==> src/rtl/lod_normalize.sv <==
// rtl/lod_normalize.sv - 3-stage leading-one normalizer; LOD_NORMALIZE_ZERO_DROP_EN drops all-zero words at S2.
module lod_normalize #(
    parameter int DATA_W  = 16,
    parameter int SHIFT_W = $clog2(DATA_W)
) (
    input  logic               aclk,
    input  logic               areset,
    input  logic               rx_valid,
    output logic               rx_ready,
    input  logic [DATA_W-1:0]  rx_data,
    output logic               tx_valid,
    input  logic               tx_ready,
    output logic [DATA_W-1:0]  tx_data,
    output logic [SHIFT_W-1:0] tx_shift,
    output logic               tx_zero
);
    localparam int NG = DATA_W / 4;

    generate
        if (DATA_W != 8 && DATA_W != 16 && DATA_W != 32) begin : g_bad_width
            $error("lod_normalize: DATA_W must be 8, 16 or 32");
        end
        if (SHIFT_W != $clog2(DATA_W)) begin : g_bad_shift_w
            $error("lod_normalize: SHIFT_W is derived from DATA_W and must not be overridden");
        end
    endgenerate

    logic                     v1, v2, v3;
    logic [DATA_W-1:0]        w1, w2, d3;
    logic [NG-1:0]            hot1;
    logic [NG-1:0][1:0]       pos1;
    logic [SHIFT_W-1:0]       sh2, sh3;
    logic                     z2, z3;
    logic                     load1, load2, load3;

    // Each stage may load when it is empty or its successor is loading this cycle.
    assign load3    = !v3 || tx_ready;
    assign load2    = !v2 || load3;
    assign load1    = !v1 || load2;
    assign rx_ready = load1;

    logic [NG-1:0]      grp_hot;
    logic [NG-1:0][1:0] grp_pos;

    always_comb begin
        for (int g = 0; g < NG; g++) begin
            grp_hot[g] = |rx_data[4*g +: 4];
            grp_pos[g] = rx_data[4*g+3] ? 2'd3 :
                         rx_data[4*g+2] ? 2'd2 :
                         rx_data[4*g+1] ? 2'd1 : 2'd0;
        end
    end

    logic               any_hot;
    logic [SHIFT_W-1:0] lead_pos;
    logic [SHIFT_W-1:0] lead_shift;

    // Ascending scan so the highest hot group wins the last assignment.
    always_comb begin
        any_hot  = 1'b0;
        lead_pos = '1;
        for (int g = 0; g < NG; g++) begin
            if (hot1[g]) begin
                any_hot  = 1'b1;
                lead_pos = {(SHIFT_W-2)'(g), pos1[g]};
            end
        end
        lead_shift = any_hot ? (SHIFT_W'(DATA_W - 1) - lead_pos) : '0;
    end

    logic keep2;
    logic zero2;
`ifdef LOD_NORMALIZE_ZERO_DROP_EN
    assign keep2 = any_hot;
    assign zero2 = 1'b0;
`else
    assign keep2 = 1'b1;
    assign zero2 = !any_hot;
`endif

    always_ff @(posedge aclk or posedge areset) begin
        if (areset) begin
            v1   <= 1'b0;
            v2   <= 1'b0;
            v3   <= 1'b0;
            w1   <= '0;
            hot1 <= '0;
            pos1 <= '0;
            w2   <= '0;
            sh2  <= '0;
            z2   <= 1'b0;
            d3   <= '0;
            sh3  <= '0;
            z3   <= 1'b0;
        end else begin
            if (load1) begin
                v1 <= rx_valid;
                if (rx_valid) begin
                    w1   <= rx_data;
                    hot1 <= grp_hot;
                    pos1 <= grp_pos;
                end
            end
            if (load2) begin
                v2 <= v1 && keep2;
                if (v1) begin
                    w2  <= w1;
                    sh2 <= lead_shift;
                    z2  <= zero2;
                end
            end
            if (load3) begin
                v3 <= v2;
                if (v2) begin
                    d3  <= w2 << sh2;
                    sh3 <= sh2;
                    z3  <= z2;
                end
            end
        end
    end

    assign tx_valid = v3;
    assign tx_data  = d3;
    assign tx_shift = sh3;
    assign tx_zero  = z3;

endmodule

==> config.mk <==
export PLATFORM = sky130hd
export DESIGN_NAME = lod_normalize
export DESIGN_NICKNAME = d
export VERILOG_FILES = /design/src/rtl/lod_normalize.sv
export SDC_FILE = /design/constraint.sdc
export NUM_CORES = 1
export LEC_CHECK = 0
export CAP_MARGIN = 20
export CORE_UTILIZATION = 45
export CTS_BUF_LIST = sky130_fd_sc_hd__clkbuf_16
export CTS_CLUSTER_DIAMETER = 150
export DETAILED_ROUTE_END_ITERATION = 8
export PLACE_DENSITY = 0.69
export SLEW_MARGIN = 25
export SYNTH_ARGS = -nofsm -noshare
export SYNTH_HDL_FRONTEND = slang
export SYNTH_SLANG_ARGS = --single-unit
==> constraint.sdc <==
create_clock -name aclk -period 2.2 [get_ports aclk]
set_clock_uncertainty 0.2 [all_clocks]
set_input_delay 0.22 -clock aclk [delete_from_list [all_inputs] [get_ports aclk]]
set_output_delay 0.22 -clock aclk [all_outputs]
set_load 0.05 [all_outputs]
==> metrics, run 1 <==
combined global-route utilization of all metal layers 19.0%; number of setup violations in the final report 0; GP Congestion 0.872; first-pass GRT wire length around 12,000 µm; required arrival time at the worst endpoint between 2000 and 2500 ps; Commonest cells post-synth 73 x sky130_fd_sc_hd__dfrtp_1, 40 x sky130_fd_sc_hd__nand2_1, 37 x sky130_fd_sc_hd__mux2_2; fraction of final layout cells sized beyond drive strength 1 approximately a quarter; highest ir drop seen on vdd about 540 µV; clock tree root buffer cell sky130_fd_sc_hd__clkbuf_16; worst r2r dst tx_data[13]; number of synthesized flops with an enable pin 0; post-synthesis instance area 0.00358 mm²; Final Util 58.7%; Final Hold Viols 0; count of inserted antenna diode cells 0; Post-CTS Setup Inserts 0; clock network latency to the later pin of the worst-skew pair roughly 330 ps; unrepaired setup endpoints after global routing false; maximum number of pins on one net before global-route repair between 70 and 80; aggregate global routing overflow 0; Hold Path Class primary input to async pin; leading cell type by number of instances after synthesis sky130_fd_sc_hd__dfrtp_1; post-route setup slack 90.9 ps; transition time at the pin with the least slew margin 546 ps; synthesized net count 326; prevailing post-synth register cell sky130_fd_sc_hd__dfrtp_1; Max-Cap Viols 0; full die area between 0.008 and 0.009 mm²; Worst Path Max Fanout 5; post-synth top area cell sky130_fd_sc_hd__dfrtp_1; pins over their slew limit 0; fraction of synthesis flops using an asynchronous set or reset pin 100%; number of cells produced by synthesis about 310; # DRC 0; CTS H-tree depth 3; Vias 2,508; startpoint of the worst register-to-register path sh2[0]; CTS Sinks 73; kind of critical path flop to flop; Row Count 32; flops & latches, synth 73; Post-Syn Area per Cell between 10 and 15 µm²; tightest slew margin relative to the limit approximately 63%; clock-pin slew on the worst setup and hold paths about 50 ps; fill count ~640; remaining number of nets flagged by the antenna check after routing 0; cts repair resizes 0; Netlist cell types 38; area delta synth->final 26.7%; 1st-pass router iterations 4; fmax between 0.4 and 0.5 GHz; HPWL after DPL approximately 5100 µm; capturing element of the worst setup path tx_data[13]; launching element of the worst setup path sh2[0]; y dimension of the die 91.2 µm; maximum root-to-sink buffer count 2; Yosys top cell area share 51.0%; number of antenna violations at the first check in global routing 0; CTS tree done; overall routed net length approximately 7000 µm; P_leak about 1.9 nW; count of synthesis-stage warnings from yosys 0; CP Data Arrival Time 2120 ps; capturing element type of the critical path flop; power per cell area between 1000 and 1500 mW/mm²; post-place setup slack 87.6 ps; Power Total 5.65 mW; Hold WS roughly 140 ps; Period minus WS final 2110 ps; setup tns final 0 ps; initial DRC count about 100; Synth area leaders sky130_fd_sc_hd__dfrtp_1 51%, sky130_fd_sc_hd__mux2_2 12%, sky130_fd_sc_hd__mux4_2 8.2%; number of hold buffers added after CTS 0; crit path launch type flop; number of global-route vias before repair 2,481; ratio of final minimum period to clock period around 96%; number of nets in the finished design between 300 and 400; Buffers on Ports 42; Vias per Instance 5.38; share of the yosys chip area belonging to registers 51.0%; number of clock buffers inserted by TritonCTS 9; Register-to-Register Path Depth 3; horizontal die dimension between 90 and 100 µm; number of I/O pins between 40 and 50; WL per Instance around 15 µm; initial standard-cell utilization of the core roughly 46%; core area around 0.0077 mm²; register-to-register path setup slack approximately 90 ps; outcome completed
worst min-delay path by stage:
stage / from / to / slack, ps
global route: areset / tx_data[6] / 190
global placement: tx_shift[2] / tx_shift[2] / 260
finish: areset / tx_data[12] / 140
detailed placement: pos1[7] / pos1[7] / 270
CTS: areset / tx_data[12] / 170
floorplan: rx_valid / v1 / 130
state kept, by name, summed over array words and instances (netlist names), 4 cells and up:
| register | cells |
|---|---|
| tx_shift | 4 |
| sh2 | 4 |
| w1 | 16 |
| tx_data | 16 |
| w2 | 16 |
| hot1 | 4 |
| pos1 | 8 |
cell families after synthesis:
logic type | after synthesis | synth area share (%)
simple gates | 82 | 11.0
mux | 62 | 24.1
compound gates | 60 | 10.4
buf+inv | 29 | 3.53
flops | 73 | 51.0
report_power, final:
group,switching [mW],total [mW],internal (mW)
Combinational,1.28,2.35,1.07
Sequential,0.265,1.95,1.68
Clock,0.499,1.35,0.851
Total,2.04,5.65,3.61
metal layers:
metal  part of all wire, %  wire (µm)  vias to the layer above  global-route usage, %
met4                   1.6        109                        0                   8.73
met5                     0          0                        -                      0
met1                    45       3150                     1184                   25.1
met2                    48       3410                       87                   29.7
li1                      -          -                     1223                      -
met3                   5.3        370                       14                   4.52
area by class of cell:
cell class              count  area [µm²]  area share (%)
multi-input cells         204        1630            35.9
flip-flops and latches     73        1830            40.3
repair buffers             66         648            14.3
well taps                 102         128            2.81
clock buffers               9         225            4.96
clock inverters             5        48.8            1.07
inverters                   7        30.0           0.662
layout by cell type (no fill, tap or decap), types with 5 or more instances in the layout:
cell type	instances
sky130_fd_sc_hd__buf_4	21
sky130_fd_sc_hd__nor2_1	10
sky130_fd_sc_hd__o21ai_1	6
sky130_fd_sc_hd__nor4_1	5
sky130_fd_sc_hd__nor2b_1	11
sky130_fd_sc_hd__mux4_2	13
sky130_fd_sc_hd__a21oi_1	10
sky130_fd_sc_hd__clkbuf_16	9
sky130_fd_sc_hd__mux2i_1	10
sky130_fd_sc_hd__a22o_1	5
sky130_fd_sc_hd__mux2_2	37
sky130_fd_sc_hd__dfrtp_1	72
sky130_fd_sc_hd__clkdlybuf4s50_1	41
sky130_fd_sc_hd__o31ai_1	5
sky130_fd_sc_hd__inv_1	6
sky130_fd_sc_hd__o21ai_0	21
sky130_fd_sc_hd__nand2_1	39
worst max-delay path, stage by stage (launching register included):
cell and delay, ps:
sky130_fd_sc_hd__dfrtp_1 460, sky130_fd_sc_hd__mux4_1 600, sky130_fd_sc_hd__mux4_2 460, sky130_fd_sc_hd__mux2_2 270
per-stage QoR:
step	cell area (µm²)	cells
finish	4540	466
CTS	4540	466
global route	4540	466
floorplan	3600	306
global placement	4270	452
detailed placement	4270	452
Note: power is estimated with default switching activity, not from simulation.
==> run 2: changes to the inputs <==
CAP_MARGIN = not set   (was 20)
CELL_PAD_IN_SITES_DETAIL_PLACEMENT = 0   (was not set)
CELL_PAD_IN_SITES_GLOBAL_PLACEMENT = 2   (was not set)
CORE_UTILIZATION = 34   (was 45)
PLACE_DENSITY = not set   (was 0.69)
PLACE_DENSITY_LB_ADDON = 0.1   (was not set)
==> run 2 against run 1 <==
Fmax about the same. Worst hold slack got worse by 18 ps. Combinational power rose by 3%. Global-route usage down 2.8 points. Via count up 1.6%. Largest cell class unchanged.
==> metrics, run 2 (same netlist as run 1, synthesis figures left out) <==
Final Hold Viols 0; register-to-register path setup slack 90 ps; number of nets in the finished design between 300 and 400; highest ir drop seen on vdd around 460 µV; post-route setup slack between 80 and 90 ps; Cell Area, Placed about 0.0043 mm²; number of hold buffers added after CTS 0; overall routed net length 8130 µm; count of inserted antenna diode cells 0; outcome completed; number of global-route vias before repair 2,519; tightest slew margin relative to the limit around two thirds; horizontal die dimension approximately 100 µm; power per cell area around 1300 mW/mm²; Worst Path Max Fanout 12; fraction of final layout cells sized beyond drive strength 1 26.4%; Max-Cap Viols 0; clock network latency to the later pin of the worst-skew pair 330 ps; CTS Sinks 73; CP Data Arrival Time ~2100 ps; area of all placed cells without fillers 0.00462 mm²; post-place setup slack around 27 ps; unrepaired setup endpoints after global routing false; startpoint of the worst register-to-register path sh2[1]; ratio of final minimum period to clock period 95.9%; number of I/O pins 43; commonest non-fill, non-tap cells in the layout 71 x sky130_fd_sc_hd__dfrtp_1, 41 x sky130_fd_sc_hd__clkdlybuf4s50_1, 39 x sky130_fd_sc_hd__nand2_1, 37 x sky130_fd_sc_hd__mux2_2, 23 x sky130_fd_sc_hd__buf_4; maximum root-to-sink buffer count 2; commonest non-fill, non-tap cell in the layout sky130_fd_sc_hd__dfrtp_1; full die area 0.0110 mm²; clock-pin slew on the worst setup and hold paths 50 ps; transition time at the pin with the least slew margin 501 ps; 1st-pass router iterations 6; capturing element type of the critical path flop; y dimension of the die 105 µm; Vias around 2,500; worst r2r dst tx_data[15]; required arrival time at the worst endpoint between 2000 and 2500 ps; Power Total 5.79 mW; core area about 0.010 mm²; number of clock buffers inserted by TritonCTS 9; crit path launch type flop; fmax 0.474 GHz; number of antenna violations at the first check in global routing 0; CTS H-tree depth 3; number of setup violations in the final report 0; P_leak between 1.5 and 2 nW; # DRC 0; aggregate global routing overflow 0; Post-CTS Setup Inserts 0; Buffers on Ports 42; Final Util between 40% and 50%; Register-to-Register Path Depth 5; maximum number of pins on one net before global-route repair 74; WL per Instance about 16 µm; first-pass GRT wire length roughly 14,000 µm; Hold Path Class primary input to async pin; area delta synth->final 29.0%; kind of critical path flop to flop; Row Count 37; clock tree root buffer cell sky130_fd_sc_hd__clkbuf_16; pins over their slew limit 0; remaining number of nets flagged by the antenna check after routing 0; fill count a little over 1,000; initial standard-cell utilization of the core between 30% and 40%; GP Congestion just under 0.8; initial DRC count ~150; HPWL after DPL a little under 6000 µm; launching element of the worst setup path sh2[1]; Vias per Instance 5.06; CTS tree done; combined global-route utilization of all metal layers 16.2%; Period minus WS final about 2100 ps
run 2: cell types whose count changed in the layout (fill, tap and decap cells not counted):
cell,change
sky130_fd_sc_hd__dfrtp_1,-1
sky130_fd_sc_hd__buf_4,+2
sky130_fd_sc_hd__clkinvlp_4,-1
sky130_fd_sc_hd__inv_1,+1
sky130_fd_sc_hd__buf_12,+1
sky130_fd_sc_hd__clkinv_1,-1
sky130_fd_sc_hd__clkinv_2,+2
sky130_fd_sc_hd__dfrtp_2,+1
run 2: critical path, cell delays in order, from the launching register on:
cell	delay, ps
sky130_fd_sc_hd__dfrtp_1	470
sky130_fd_sc_hd__buf_12	180
sky130_fd_sc_hd__mux4_2	490
sky130_fd_sc_hd__mux2i_1	330
sky130_fd_sc_hd__a21oi_1	120
sky130_fd_sc_hd__a22o_1	210
run 2: layout make-up:
cell class	instances	area, µm²	share of cell area [%]
flip-flops and latches	73	1830	39.6
multi-input cells	204	1630	35.3
repair buffers	69	683	14.8
clock buffers	9	225	4.87
well taps	136	170	3.68
clock inverters	6	51.3	1.11
inverters	7	30.0	0.650
run 2: how the worst max path moves through the flow:
stage	to	slack (ps)	cells past startpoint
5_1_grt	tx_data[15]	20	5
3_3_place_gp	tx_data[15]	110	5
3_5_place_dp	tx_data[13]	30	3
2_1_floorplan	w1[11]	-130	4
6_report	tx_data[15]	90	5
4_1_cts	tx_data[13]	20	3
run 2: layer usage:
metal  vias to the layer above  track usage [%]  routed length [µm]
met3                         9             2.99                 212
met4                         0             6.94                 115
met2                        48             25.4                3900
li1                       1230                -                   -
met5                         -                0                   0
met1                      1261             21.9                3900
run 2: report_power, final:
part	switching, mW	total [mW]	internal (mW)
combinational	1.32	2.43	1.11
sequential	0.275	1.96	1.68
clock	0.550	1.41	0.855
run 2: through the flow:
step,TNS (ps),hold slack (ps),cells
final,0,126,504
after global routing,0,192,504
after CTS,0,161,504
after detailed placement,0,268,489
after global placement,0,261,489
after floorplan,-1050,128,306
run 2: timing repair:
item                                    in CTS  in global routing
endpoints found under the hold margin        0                  0
gates resized for setup                      0                  1
endpoints found under the setup margin       0                  2
